$ cat config.mk
export PLATFORM = sky130hd
export DESIGN_NAME = fifo_skew_feeder
export DESIGN_NICKNAME = d
export VERILOG_FILES = /design/src/rtl/tpu_pkg.sv /design/src/rtl/skew_delay_line.sv /design/src/rtl/fifo_skew_feeder.sv
export SDC_FILE = /design/constraint.sdc
export NUM_CORES = 1
export LEC_CHECK = 0
export CORE_AREA = 2 2 124 126
export DETAILED_ROUTE_END_ITERATION = 7
export DIE_AREA = 0 0 126 128
export GPL_TIMING_DRIVEN = 1
export PLACE_DENSITY = 0.79
export RECOVER_POWER = 50
export SYNTH_ARGS = -nofsm -noshare
export SYNTH_HDL_FRONTEND = slang
export SYNTH_HIERARCHICAL = 1
export SYNTH_SLANG_ARGS = --single-unit
export TNS_END_PERCENT = 30
$ cat constraint.sdc
create_clock -name clk -period 4.7 [get_ports clk]
set_input_delay 0.94 -clock clk [delete_from_list [all_inputs] [get_ports clk]]
set_output_delay 0.94 -clock clk [all_outputs]
set_load 0.02 [all_outputs]
$ cat src/rtl/tpu_pkg.sv
// Shared definitions for the systolic-array edge feeders.
//   EMPTY_DATA     : word driven on any lane whose valid bit is low
//   feeder_state_e : transfer FSM states of the FIFO skew feeder
package tpu_pkg;

  // Wide enough for any lane width in use; users slice [WIDTH-1:0].
  localparam logic [63:0] EMPTY_DATA = 64'h0;

  typedef enum logic [1:0] {
    IDLE  = 2'd0,
    FEED  = 2'd1,
    DRAIN = 2'd2,
    DONE  = 2'd3
  } feeder_state_e;

endpackage

$ cat src/rtl/skew_delay_line.sv
// Fixed-depth delay line carrying one lane's data word and valid bit.
// DEPTH=0 is a pure pass-through. Reset clears every stage to EMPTY_DATA
// with valid low.
//   clk, rstn        : clock, synchronous active-low reset
//   data_i, valid_i  : lane word entering the line
//   data_o, valid_o  : the same word DEPTH cycles later
module skew_delay_line
  import tpu_pkg::*;
#(
  parameter int WIDTH = 16,
  parameter int DEPTH = 0
) (
  input  logic             clk,
  input  logic             rstn,
  input  logic [WIDTH-1:0] data_i,
  input  logic             valid_i,
  output logic [WIDTH-1:0] data_o,
  output logic             valid_o
);

  localparam logic [WIDTH-1:0] EMPTY_WORD = EMPTY_DATA[WIDTH-1:0];

  if (DEPTH == 0) begin : g_pass
    assign data_o  = data_i;
    assign valid_o = valid_i;

    // Lane 0 has no registers; keep the clock/reset pins formally consumed.
    logic unused_ok;
    assign unused_ok = &{1'b0, clk, rstn};
  end else begin : g_line
    logic [WIDTH-1:0] data_q [DEPTH];
    logic [DEPTH-1:0] valid_q;

    always_ff @(posedge clk) begin
      if (!rstn) begin
        for (int k = 0; k < DEPTH; k++) begin
          data_q[k] <= EMPTY_WORD;
        end
        valid_q <= '0;
      end else begin
        data_q[0]  <= data_i;
        valid_q[0] <= valid_i;
        for (int k = 1; k < DEPTH; k++) begin
          data_q[k]  <= data_q[k-1];
          valid_q[k] <= valid_q[k-1];
        end
      end
    end

    assign data_o  = data_q[DEPTH-1];
    assign valid_o = valid_q[DEPTH-1];
  end

endmodule

$ cat src/rtl/fifo_skew_feeder.sv
// Feeds one operand edge of the systolic array from CHANNELS parallel FWFT
// FIFOs. All FIFOs are popped together for len vectors; lane i is then
// delayed by i cycles to form the diagonal wavefront. Cycles where any FIFO
// is empty become bubbles (valid=0, EMPTY_DATA) on every lane.
//   clk, rstn       : clock, synchronous active-low reset
//   start, len      : transfer request and vector count, sampled in IDLE
//   empty           : per-FIFO empty flags
//   from_fifo       : per-FIFO head words, lane i at [i*WIDTH +: WIDTH]
//   r_en            : per-FIFO pop strobes (all or none)
//   to_array        : skewed lane words, lane i at [i*WIDTH +: WIDTH]
//   to_array_valid  : per-lane valid
//   busy            : high whenever not IDLE
//   done            : one-cycle completion pulse
module fifo_skew_feeder
  import tpu_pkg::*;
#(
  parameter int WIDTH     = 16,
  parameter int CHANNELS  = 4,
  parameter int CNT_WIDTH = 16
) (
  input  logic                      clk,
  input  logic                      rstn,
  input  logic                      start,
  input  logic [CNT_WIDTH-1:0]      len,
  input  logic [CHANNELS-1:0]       empty,
  input  logic [CHANNELS*WIDTH-1:0] from_fifo,
  output logic [CHANNELS-1:0]       r_en,
  output logic [CHANNELS*WIDTH-1:0] to_array,
  output logic [CHANNELS-1:0]       to_array_valid,
  output logic                      busy,
  output logic                      done
);

  // Drain counter runs 0..CHANNELS-2.
  localparam int DRAIN_W = (CHANNELS > 2) ? $clog2(CHANNELS - 1) : 1;
  localparam logic [DRAIN_W-1:0] DRAIN_LAST = DRAIN_W'((CHANNELS > 1) ? CHANNELS - 2 : 0);
  localparam logic [WIDTH-1:0] EMPTY_WORD = EMPTY_DATA[WIDTH-1:0];

  feeder_state_e             state_q, state_d;
  logic [CNT_WIDTH-1:0]      len_q, len_d;
  logic [CNT_WIDTH-1:0]      issue_q, issue_d;
  logic [DRAIN_W-1:0]        drain_q, drain_d;
  logic [CHANNELS*WIDTH-1:0] s0_data_q;
  logic                      s0_valid_q;
  logic                      fire;
  logic                      last_issue;

  // Pop only when every FIFO has a word; gating with rstn keeps the
  // strobes quiet during a reset cycle regardless of the current state.
  assign fire       = rstn && (state_q == FEED) && (&(~empty));
  assign last_issue = (issue_q == len_q - CNT_WIDTH'(1));
  assign r_en       = {CHANNELS{fire}};
  assign busy       = (state_q != IDLE);
  assign done       = (state_q == DONE);

  always_ff @(posedge clk) begin
    if (!rstn) begin
      state_q <= IDLE;
      len_q   <= '0;
      issue_q <= '0;
      drain_q <= '0;
    end else begin
      state_q <= state_d;
      len_q   <= len_d;
      issue_q <= issue_d;
      drain_q <= drain_d;
    end
  end

  always_comb begin
    state_d = state_q;
    len_d   = len_q;
    issue_d = issue_q;
    drain_d = drain_q;
    case (state_q)
      IDLE: begin
        if (start) begin
          if (len == '0) begin
            state_d = DONE;
          end else begin
            state_d = FEED;
            len_d   = len;
            issue_d = '0;
          end
        end
      end
      FEED: begin
        if (fire) begin
          issue_d = issue_q + CNT_WIDTH'(1);
          if (last_issue) begin
            drain_d = '0;
            // A single lane has no skew to flush.
            if (CHANNELS == 1) state_d = DONE;
            else               state_d = DRAIN;
          end
        end
      end
      DRAIN: begin
        if (drain_q == DRAIN_LAST) state_d = DONE;
        else                       drain_d = drain_q + DRAIN_W'(1);
      end
      DONE: begin
        state_d = IDLE;
      end
      default: begin
        state_d = IDLE;
      end
    endcase
  end

  // Stage 0: captures the head words on a pop, otherwise a bubble.
  always_ff @(posedge clk) begin
    if (!rstn) begin
      s0_data_q  <= {CHANNELS{EMPTY_WORD}};
      s0_valid_q <= 1'b0;
    end else if (fire) begin
      s0_data_q  <= from_fifo;
      s0_valid_q <= 1'b1;
    end else begin
      s0_data_q  <= {CHANNELS{EMPTY_WORD}};
      s0_valid_q <= 1'b0;
    end
  end

  genvar gi;
  for (gi = 0; gi < CHANNELS; gi++) begin : g_lane
    skew_delay_line #(
      .WIDTH (WIDTH),
      .DEPTH (gi)
    ) u_skew (
      .clk     (clk),
      .rstn    (rstn),
      .data_i  (s0_data_q[gi*WIDTH +: WIDTH]),
      .valid_i (s0_valid_q),
      .data_o  (to_array[gi*WIDTH +: WIDTH]),
      .valid_o (to_array_valid[gi])
    );
  end

endmodule

==> results of run 1 <==
synth_stat cells, drive strengths merged, types with 2 or more instances:
master	number	area share (%)
a21oi	22	1.5
a31oi	5	0.43
a32oi	2	0.24
and2	102	10
and3	67	5.8
and4	2	0.24
buf	58	6.0
clkbuf	35	2.0
dfxtp	203	56
ha	7	1.2
inv	15	0.77
mux2i	3	0.41
nand2	32	1.7
nand2b	2	0.17
nand3	21	1.4
nand3b	2	0.21
nand4	8	0.69
nor2	25	1.3
nor3	14	1.0
nor4	8	0.77
nor4b	2	0.45
o21a	2	0.21
o21ai	9	0.62
or3	2	0.17
or4	2	0.21
or4b	2	0.28
xnor2	20	2.4
xor2	12	1.4
metal layers:
metal  GRT usage [%]  part of all wire [%]  vias up
met5               0                     0        -
met4           6.141                   3.3        0
met3           2.963                   5.7       33
met2           30.80                    49      153
met1           20.60                    42     2241
li1                -                     -     2453
layout make-up:
type	count	area, um^2	area share, %
diodes	1	2.502	0.02723
clock buffers	24	525.5	5.718
clock inverters	8	85.08	0.9258
inverters	15	56.30	0.6127
multi-input cells	388	2589	28.17
flip-flops and latches	203	4064	44.22
well taps	188	235.2	2.560
repair buffers	165	1633	17.77
worst paths after layout:
path / start / endpoint / slack [ns] / cells after the start
setup / recovery: empty[1] / r_en[1] / 1.01 / 5
hold / removal: s0_data_q[27] / g_lane[1].u_skew/g_line.data_q[0][11] / 0.43 / 1
setup reg to reg: state_q[1] / drain_q[1] / 1.60 / 10
hold reg to reg: s0_data_q[27] / g_lane[1].u_skew/g_line.data_q[0][11] / 0.43 / 1
logic make-up (layout without fill, tap and decap cells):
| group | count (synthesis) | count (layout) | synth area share (%) |
|---|---|---|---|
| adders and majority gates | 7 | 7 | 1.203 |
| and+or+nand+nor | 293 | 293 | 25.13 |
| AOI/OAI and AO/OA | 52 | 52 | 4.710 |
| other | 0 | 1 | 0 |
| buffers and inverters | 108 | 212 | 8.714 |
| xor gates and xnor gates | 32 | 32 | 3.850 |
| muxes | 4 | 4 | 0.5672 |
| DFF | 203 | 203 | 55.83 |
power groups by stage:
stage / clock network (mW) / logic, mW / registers (mW)
after floorplan: 0 / 0.434 / 1.83
after global placement: 0 / 0.574 / 1.85
after detailed placement: 0 / 0.603 / 1.85
after CTS: 1.51 / 0.606 / 1.82
after global routing: 1.58 / 0.675 / 1.82
final: 1.48 / 0.614 / 1.82
flip-flops by register name, indices dropped and copies added, names as in the netlist:
register                      flops
drain_q                           2
g_lane.u_skew/g_line.data_q      96
g_lane.u_skew/g_line.valid_q      5
g_lane.u_skew/valid_o             1
issue_q                          16
len_q                            16
s0_data_q                        64
s0_valid_q                        1
state_q                           2
through the flow:
step,cells,total power [mW]
after floorplan,699,2.267
after global placement,959,2.423
after detailed placement,959,2.456
after CTS,991,3.936
after global routing,992,4.077
final,992,3.907
==> out/results.txt, run 1 <==
TritonCTS clock tree - built
asr flop ratio synth - 0%
I/O Buffers - 160
setup TNS - 0 ns
FMAX - 0.2711 GHz
sequential share of power - 46.5%
pwr dens - 425.1 nW/um^2
first-pass iteration count of the detailed router - 4
initial core utilization - 48.97%
biggest cell delay along the critical path - 0.65 ns
max-cap check violation count - 0
switch share - 26.28%
Static Leakage - 3.806 nW
most frequent cells in the layout - 203 x dfxtp_1, 158 x clkdlybuf4s50_1, 98 x and2_2
Area Growth Syn to Fin - 26.25%
# IOs - 161
Worst path top cell family by delay - buffers and inverters
first-pass GRT wire length - 22,920 um
syn_nets - 793
Synth cell types - 53
DRC - 0
post-synthesis sequential area ratio - 55.83%
Slew @ Worst Pin - 0.7891 ns
Post-Syn Instances - 699
startpoint types - input pin
die area - 16,130 um^2
CP Class - in -> out
GRT Total Usage - 17.11%
Net count, final - 887
worst path bufs/invs - 3
final hold slack - 0.4339 ns
Die Span X - 126 um
Placed Area - 8578 um^2
Hold Path Class - reg -> reg
Clk pin slew, worst setup/hold paths - 0.06 ns
slack of the critical path - 1.011 ns
Syn Std Cell Area - 7279 um^2
syn avg cell area - 10.41 um^2
final-report hold violation count - 0
outcome - complete, no violations
# Post-CTS Setup Buffers - 0
WL final - 14,010 um
Root Buffer - clkbuf_16
Tmin final - 3.689 ns
ys flop type - dfxtp_1
logic gate share of total power - 15.7%
post-cts gate resize count - 0
post-DR wirelength/cell - 14.12 um
CP required - 3.76 ns
Setup crit end kind - output port
die height - 128 um
Post-synth EDFFs - 0
#FFs+latches synth - 203
Max Slew Vio Count - 0
pin count of the biggest net entering global routing - 105
Worst path slowest cell - clkdlybuf4s50_1
Post-DRT Antenna Nets - 0
Worst slew margin - 46.91%
# H-tree levels - 1
Int Pwr - 2.880 mW
Cell Chain, Critical Path - dlygate4sd3_1 > and4bb_2 > nand2_1 > inv_1 > clkdlybuf4s50_1
# hold bufs at CTS - 0
Setup WS pre-CTS - 1.018 ns
final worst-path cycle share - 78.48%
Setup violations, final - 0
Yosys warning total - 6
vias - 4,880
most common cell after layout, fill and taps aside - dfxtp_1
fillcell total - 1,196
VDD IR-drop max - 0.2799 mV
Sink Count - 203
Vias/cell - 4.919
placement row count - 45
final cell area excluding filler cells - 9190 um^2
Core Area - 14,860 um^2
worst skew pair latency - 0.48 ns
TritonCTS Buffers - 20
number of global-route vias before repair - 4,796
fin util - 61.83%
Fin Clk Skew - 0.008251 ns
critical path arrival - 2.75 ns
DP HPWL - 9869 um
gpl congestion - 0.9260
grt ovf - 0
DRT iter0 DRCs - 278
number of antenna violations at the first check in global routing - 1
clk buf depth - 3
Clk network pwr share - 37.8%
RSZ-0062 raised after global routing - false
Crit Path Max Fanout - 5
layout cells sized above 1 - 17.93%
P_sw - 1.027 mW
No activity file was read; power rests on OpenSTA's default activity.
==> run 2: changes to the inputs <==
==> constraint.sdc (replaced) <==
create_clock -name clk -period 3.45 [get_ports clk]
set_input_delay 0.69 -clock clk [delete_from_list [all_inputs] [get_ports clk]]
set_output_delay 0.69 -clock clk [all_outputs]
set_load 0.02 [all_outputs]
==> run 2 against run 1 <==
Net effect:
- via count increased by 0.12%
- global-route usage up 0.55 points
- sequential share of layout area shrank 0.46 points
- clock skew grew 0.0023 ns
- total power is 40% higher
- count of clock-buffer cells in the layout rose by 7
- hold slack hardly changed
- non-clock buffer count up 4
- sequential power grew 36%
- clock power increased by 47%
- critical path depth increased by 1
- wire length grew 2.9%
==> out/results.txt, run 2 (same netlist as run 1, synthesis figures left out) <==
grt ovf - 0
Root Buffer - clkbuf_16
# Post-CTS Setup Buffers - 0
TritonCTS clock tree - built
Tmin final - 3.220 ns
worst skew pair latency - 0.48 ns
Post-DRT Antenna Nets - 0
Clk network pwr share - 39.6%
setup TNS - 0 ns
slack of the critical path - 0.2302 ns
RSZ-0062 raised after global routing - false
vias - 4,886
final worst-path cycle share - 93.33%
Fin Clk Skew - 0.01057 ns
Tot Pwr - 5.489 mW
number of antenna violations at the first check in global routing - 0
initial core utilization - 48.97%
final-report hold violation count - 0
first-pass GRT wire length - 23,420 um
number of global-route vias before repair - 4,886
gpl congestion - 0.8718
Hold Path Class - reg -> reg
layout cells sized above 1 - 18.70%
post-DR wirelength/cell - 14.40 um
# IOs - 161
Die Span X - 126 um
Net count, final - 892
clk buf depth - 3
Slew @ Worst Pin - 1.381 ns
die height - 128 um
critical path arrival - 2.53 ns
CP Class - reg -> out
logic gate share of total power - 15.3%
CP required - 2.76 ns
Core Area - 14,860 um^2
P_sw - 1.405 mW
WL final - 14,410 um
switch share - 25.60%
Static Leakage - 3.866 nW
Reg with most FFs - g_lane.u_skew/g_line.data_q
startpoint types - register
Hold Crit Depth - 1
placement row count - 45
DRC - 0
most common cell after layout, fill and taps aside - dfxtp_1
Crit Path Max Fanout - 9
R2R cell count - 9
Setup WS pre-CTS - 0.2858 ns
die area - 16,130 um^2
fillcell total - 1,201
GRT Total Usage - 17.67%
Largest regs - g_lane.u_skew/g_line.data_q (96), s0_data_q (64)
pwr dens - 591.0 nW/um^2
Sink Count - 203
Setup violations, final - 0
first-pass iteration count of the detailed router - 4
FMAX - 0.3106 GHz
ANT cells - 0
Int Pwr - 4.084 mW
max FFs per register - 96
VDD IR-drop max - 0.4897 mV
Area Growth Syn to Fin - 27.59%
pin count of the biggest net entering global routing - 105
max-cap check violation count - 0
Worst slew margin - 7.926%
outcome - complete, no violations
DP HPWL - 10,150 um
Setup crit end kind - output port
I/O Buffers - 160
# H-tree levels - 1
Max Slew Vio Count - 0
Vias/cell - 4.881
DRT iter0 DRCs - 261
Clk pin slew, worst setup/hold paths - 0.06 ns
most frequent cells in the layout - 203 x dfxtp_1, 159 x clkdlybuf4s50_1, 98 x and2_2
sequential share of power - 45.1%
TritonCTS Buffers - 21
-- run 2: area by class of cell --
class	instances	area, um^2	area share [%]
clock buffer	31	613.1	6.601
clock inverter	7	70.07	0.7544
inverter	15	56.30	0.6062
multi-input combinational	388	2591	27.90
sequential	203	4064	43.76
tap	188	235.2	2.533
timing repair buffer	169	1658	17.85
-- run 2: worst paths after layout --
kind	startpoint	endpoint	slack (ns)
setup / recovery	state_q[1]	r_en[1]	0.23
hold / removal	s0_data_q[27]	g_lane[1].u_skew/g_line.data_q[0][11]	0.43
setup reg to reg	len_q[0]	state_q[1]	0.76
hold reg to reg	s0_data_q[27]	g_lane[1].u_skew/g_line.data_q[0][11]	0.43
-- run 2: power groups by stage --
| stage | combinational (mW) | sequential [mW] | clock, mW |
|---|---|---|---|
| floorplan | 0.591 | 2.50 | 0 |
| global placement | 0.795 | 2.52 | 0 |
| detailed placement | 0.833 | 2.53 | 0 |
| CTS | 0.839 | 2.47 | 2.22 |
| global route | 0.932 | 2.49 | 2.32 |
| finish | 0.841 | 2.48 | 2.17 |
-- run 2: metal layers --
metal	GRT usage (%)	part of all wire (%)	wire length, um	vias to the layer above
met5	0	0	0	-
met2	32.48	51	7346	147
met3	2.755	5.2	755	30
met1	20.89	42	5991	2245
met4	6.335	2.2	320	0
li1	-	-	-	2464
-- run 2: what timing repair did --
action | in CTS | in global routing
hold buffers | 0 | 0
endpoints found under the setup margin | 0 | 3
resized for setup | 0 | 1
hold endpoints to repair | 0 | 0
-- run 2: stage by stage --
step | utilization [%] | area (um^2) | instances | hold WS (ns)
global placement | 57.91 | 8608 | 963 | 0.4133
floorplan | - | 7279 | 699 | 0.4119
CTS | 62.51 | 9291 | 1001 | 0.4366
detailed placement | 57.91 | 8608 | 963 | 0.4226
global route | 62.48 | 9288 | 1001 | 0.4505
finish | 62.48 | 9288 | 1001 | 0.4334
-- run 2: worst max-delay path: stages, from the launching register on --
cell and delay, ns:
dfxtp_1 0.34, inv_1 0.09, ha_2 0.28, and4bb_1 0.32
nand2_1 0.19, inv_1 0.18, clkdlybuf4s50_1 0.65
==> run 3: changes to the inputs <==
--- a/config.mk
+++ b/config.mk
@@ -5,6 +5,7 @@
 export SDC_FILE = /design/constraint.sdc
 export NUM_CORES = 1
 export LEC_CHECK = 0
+export CAP_MARGIN = 15
 export CORE_AREA = 2 2 124 126
 export DETAILED_ROUTE_END_ITERATION = 7
 export DIE_AREA = 0 0 126 128
==> results of run 3 <==
Same layout as run 2: the final DEF is identical, and so are final timing and power.
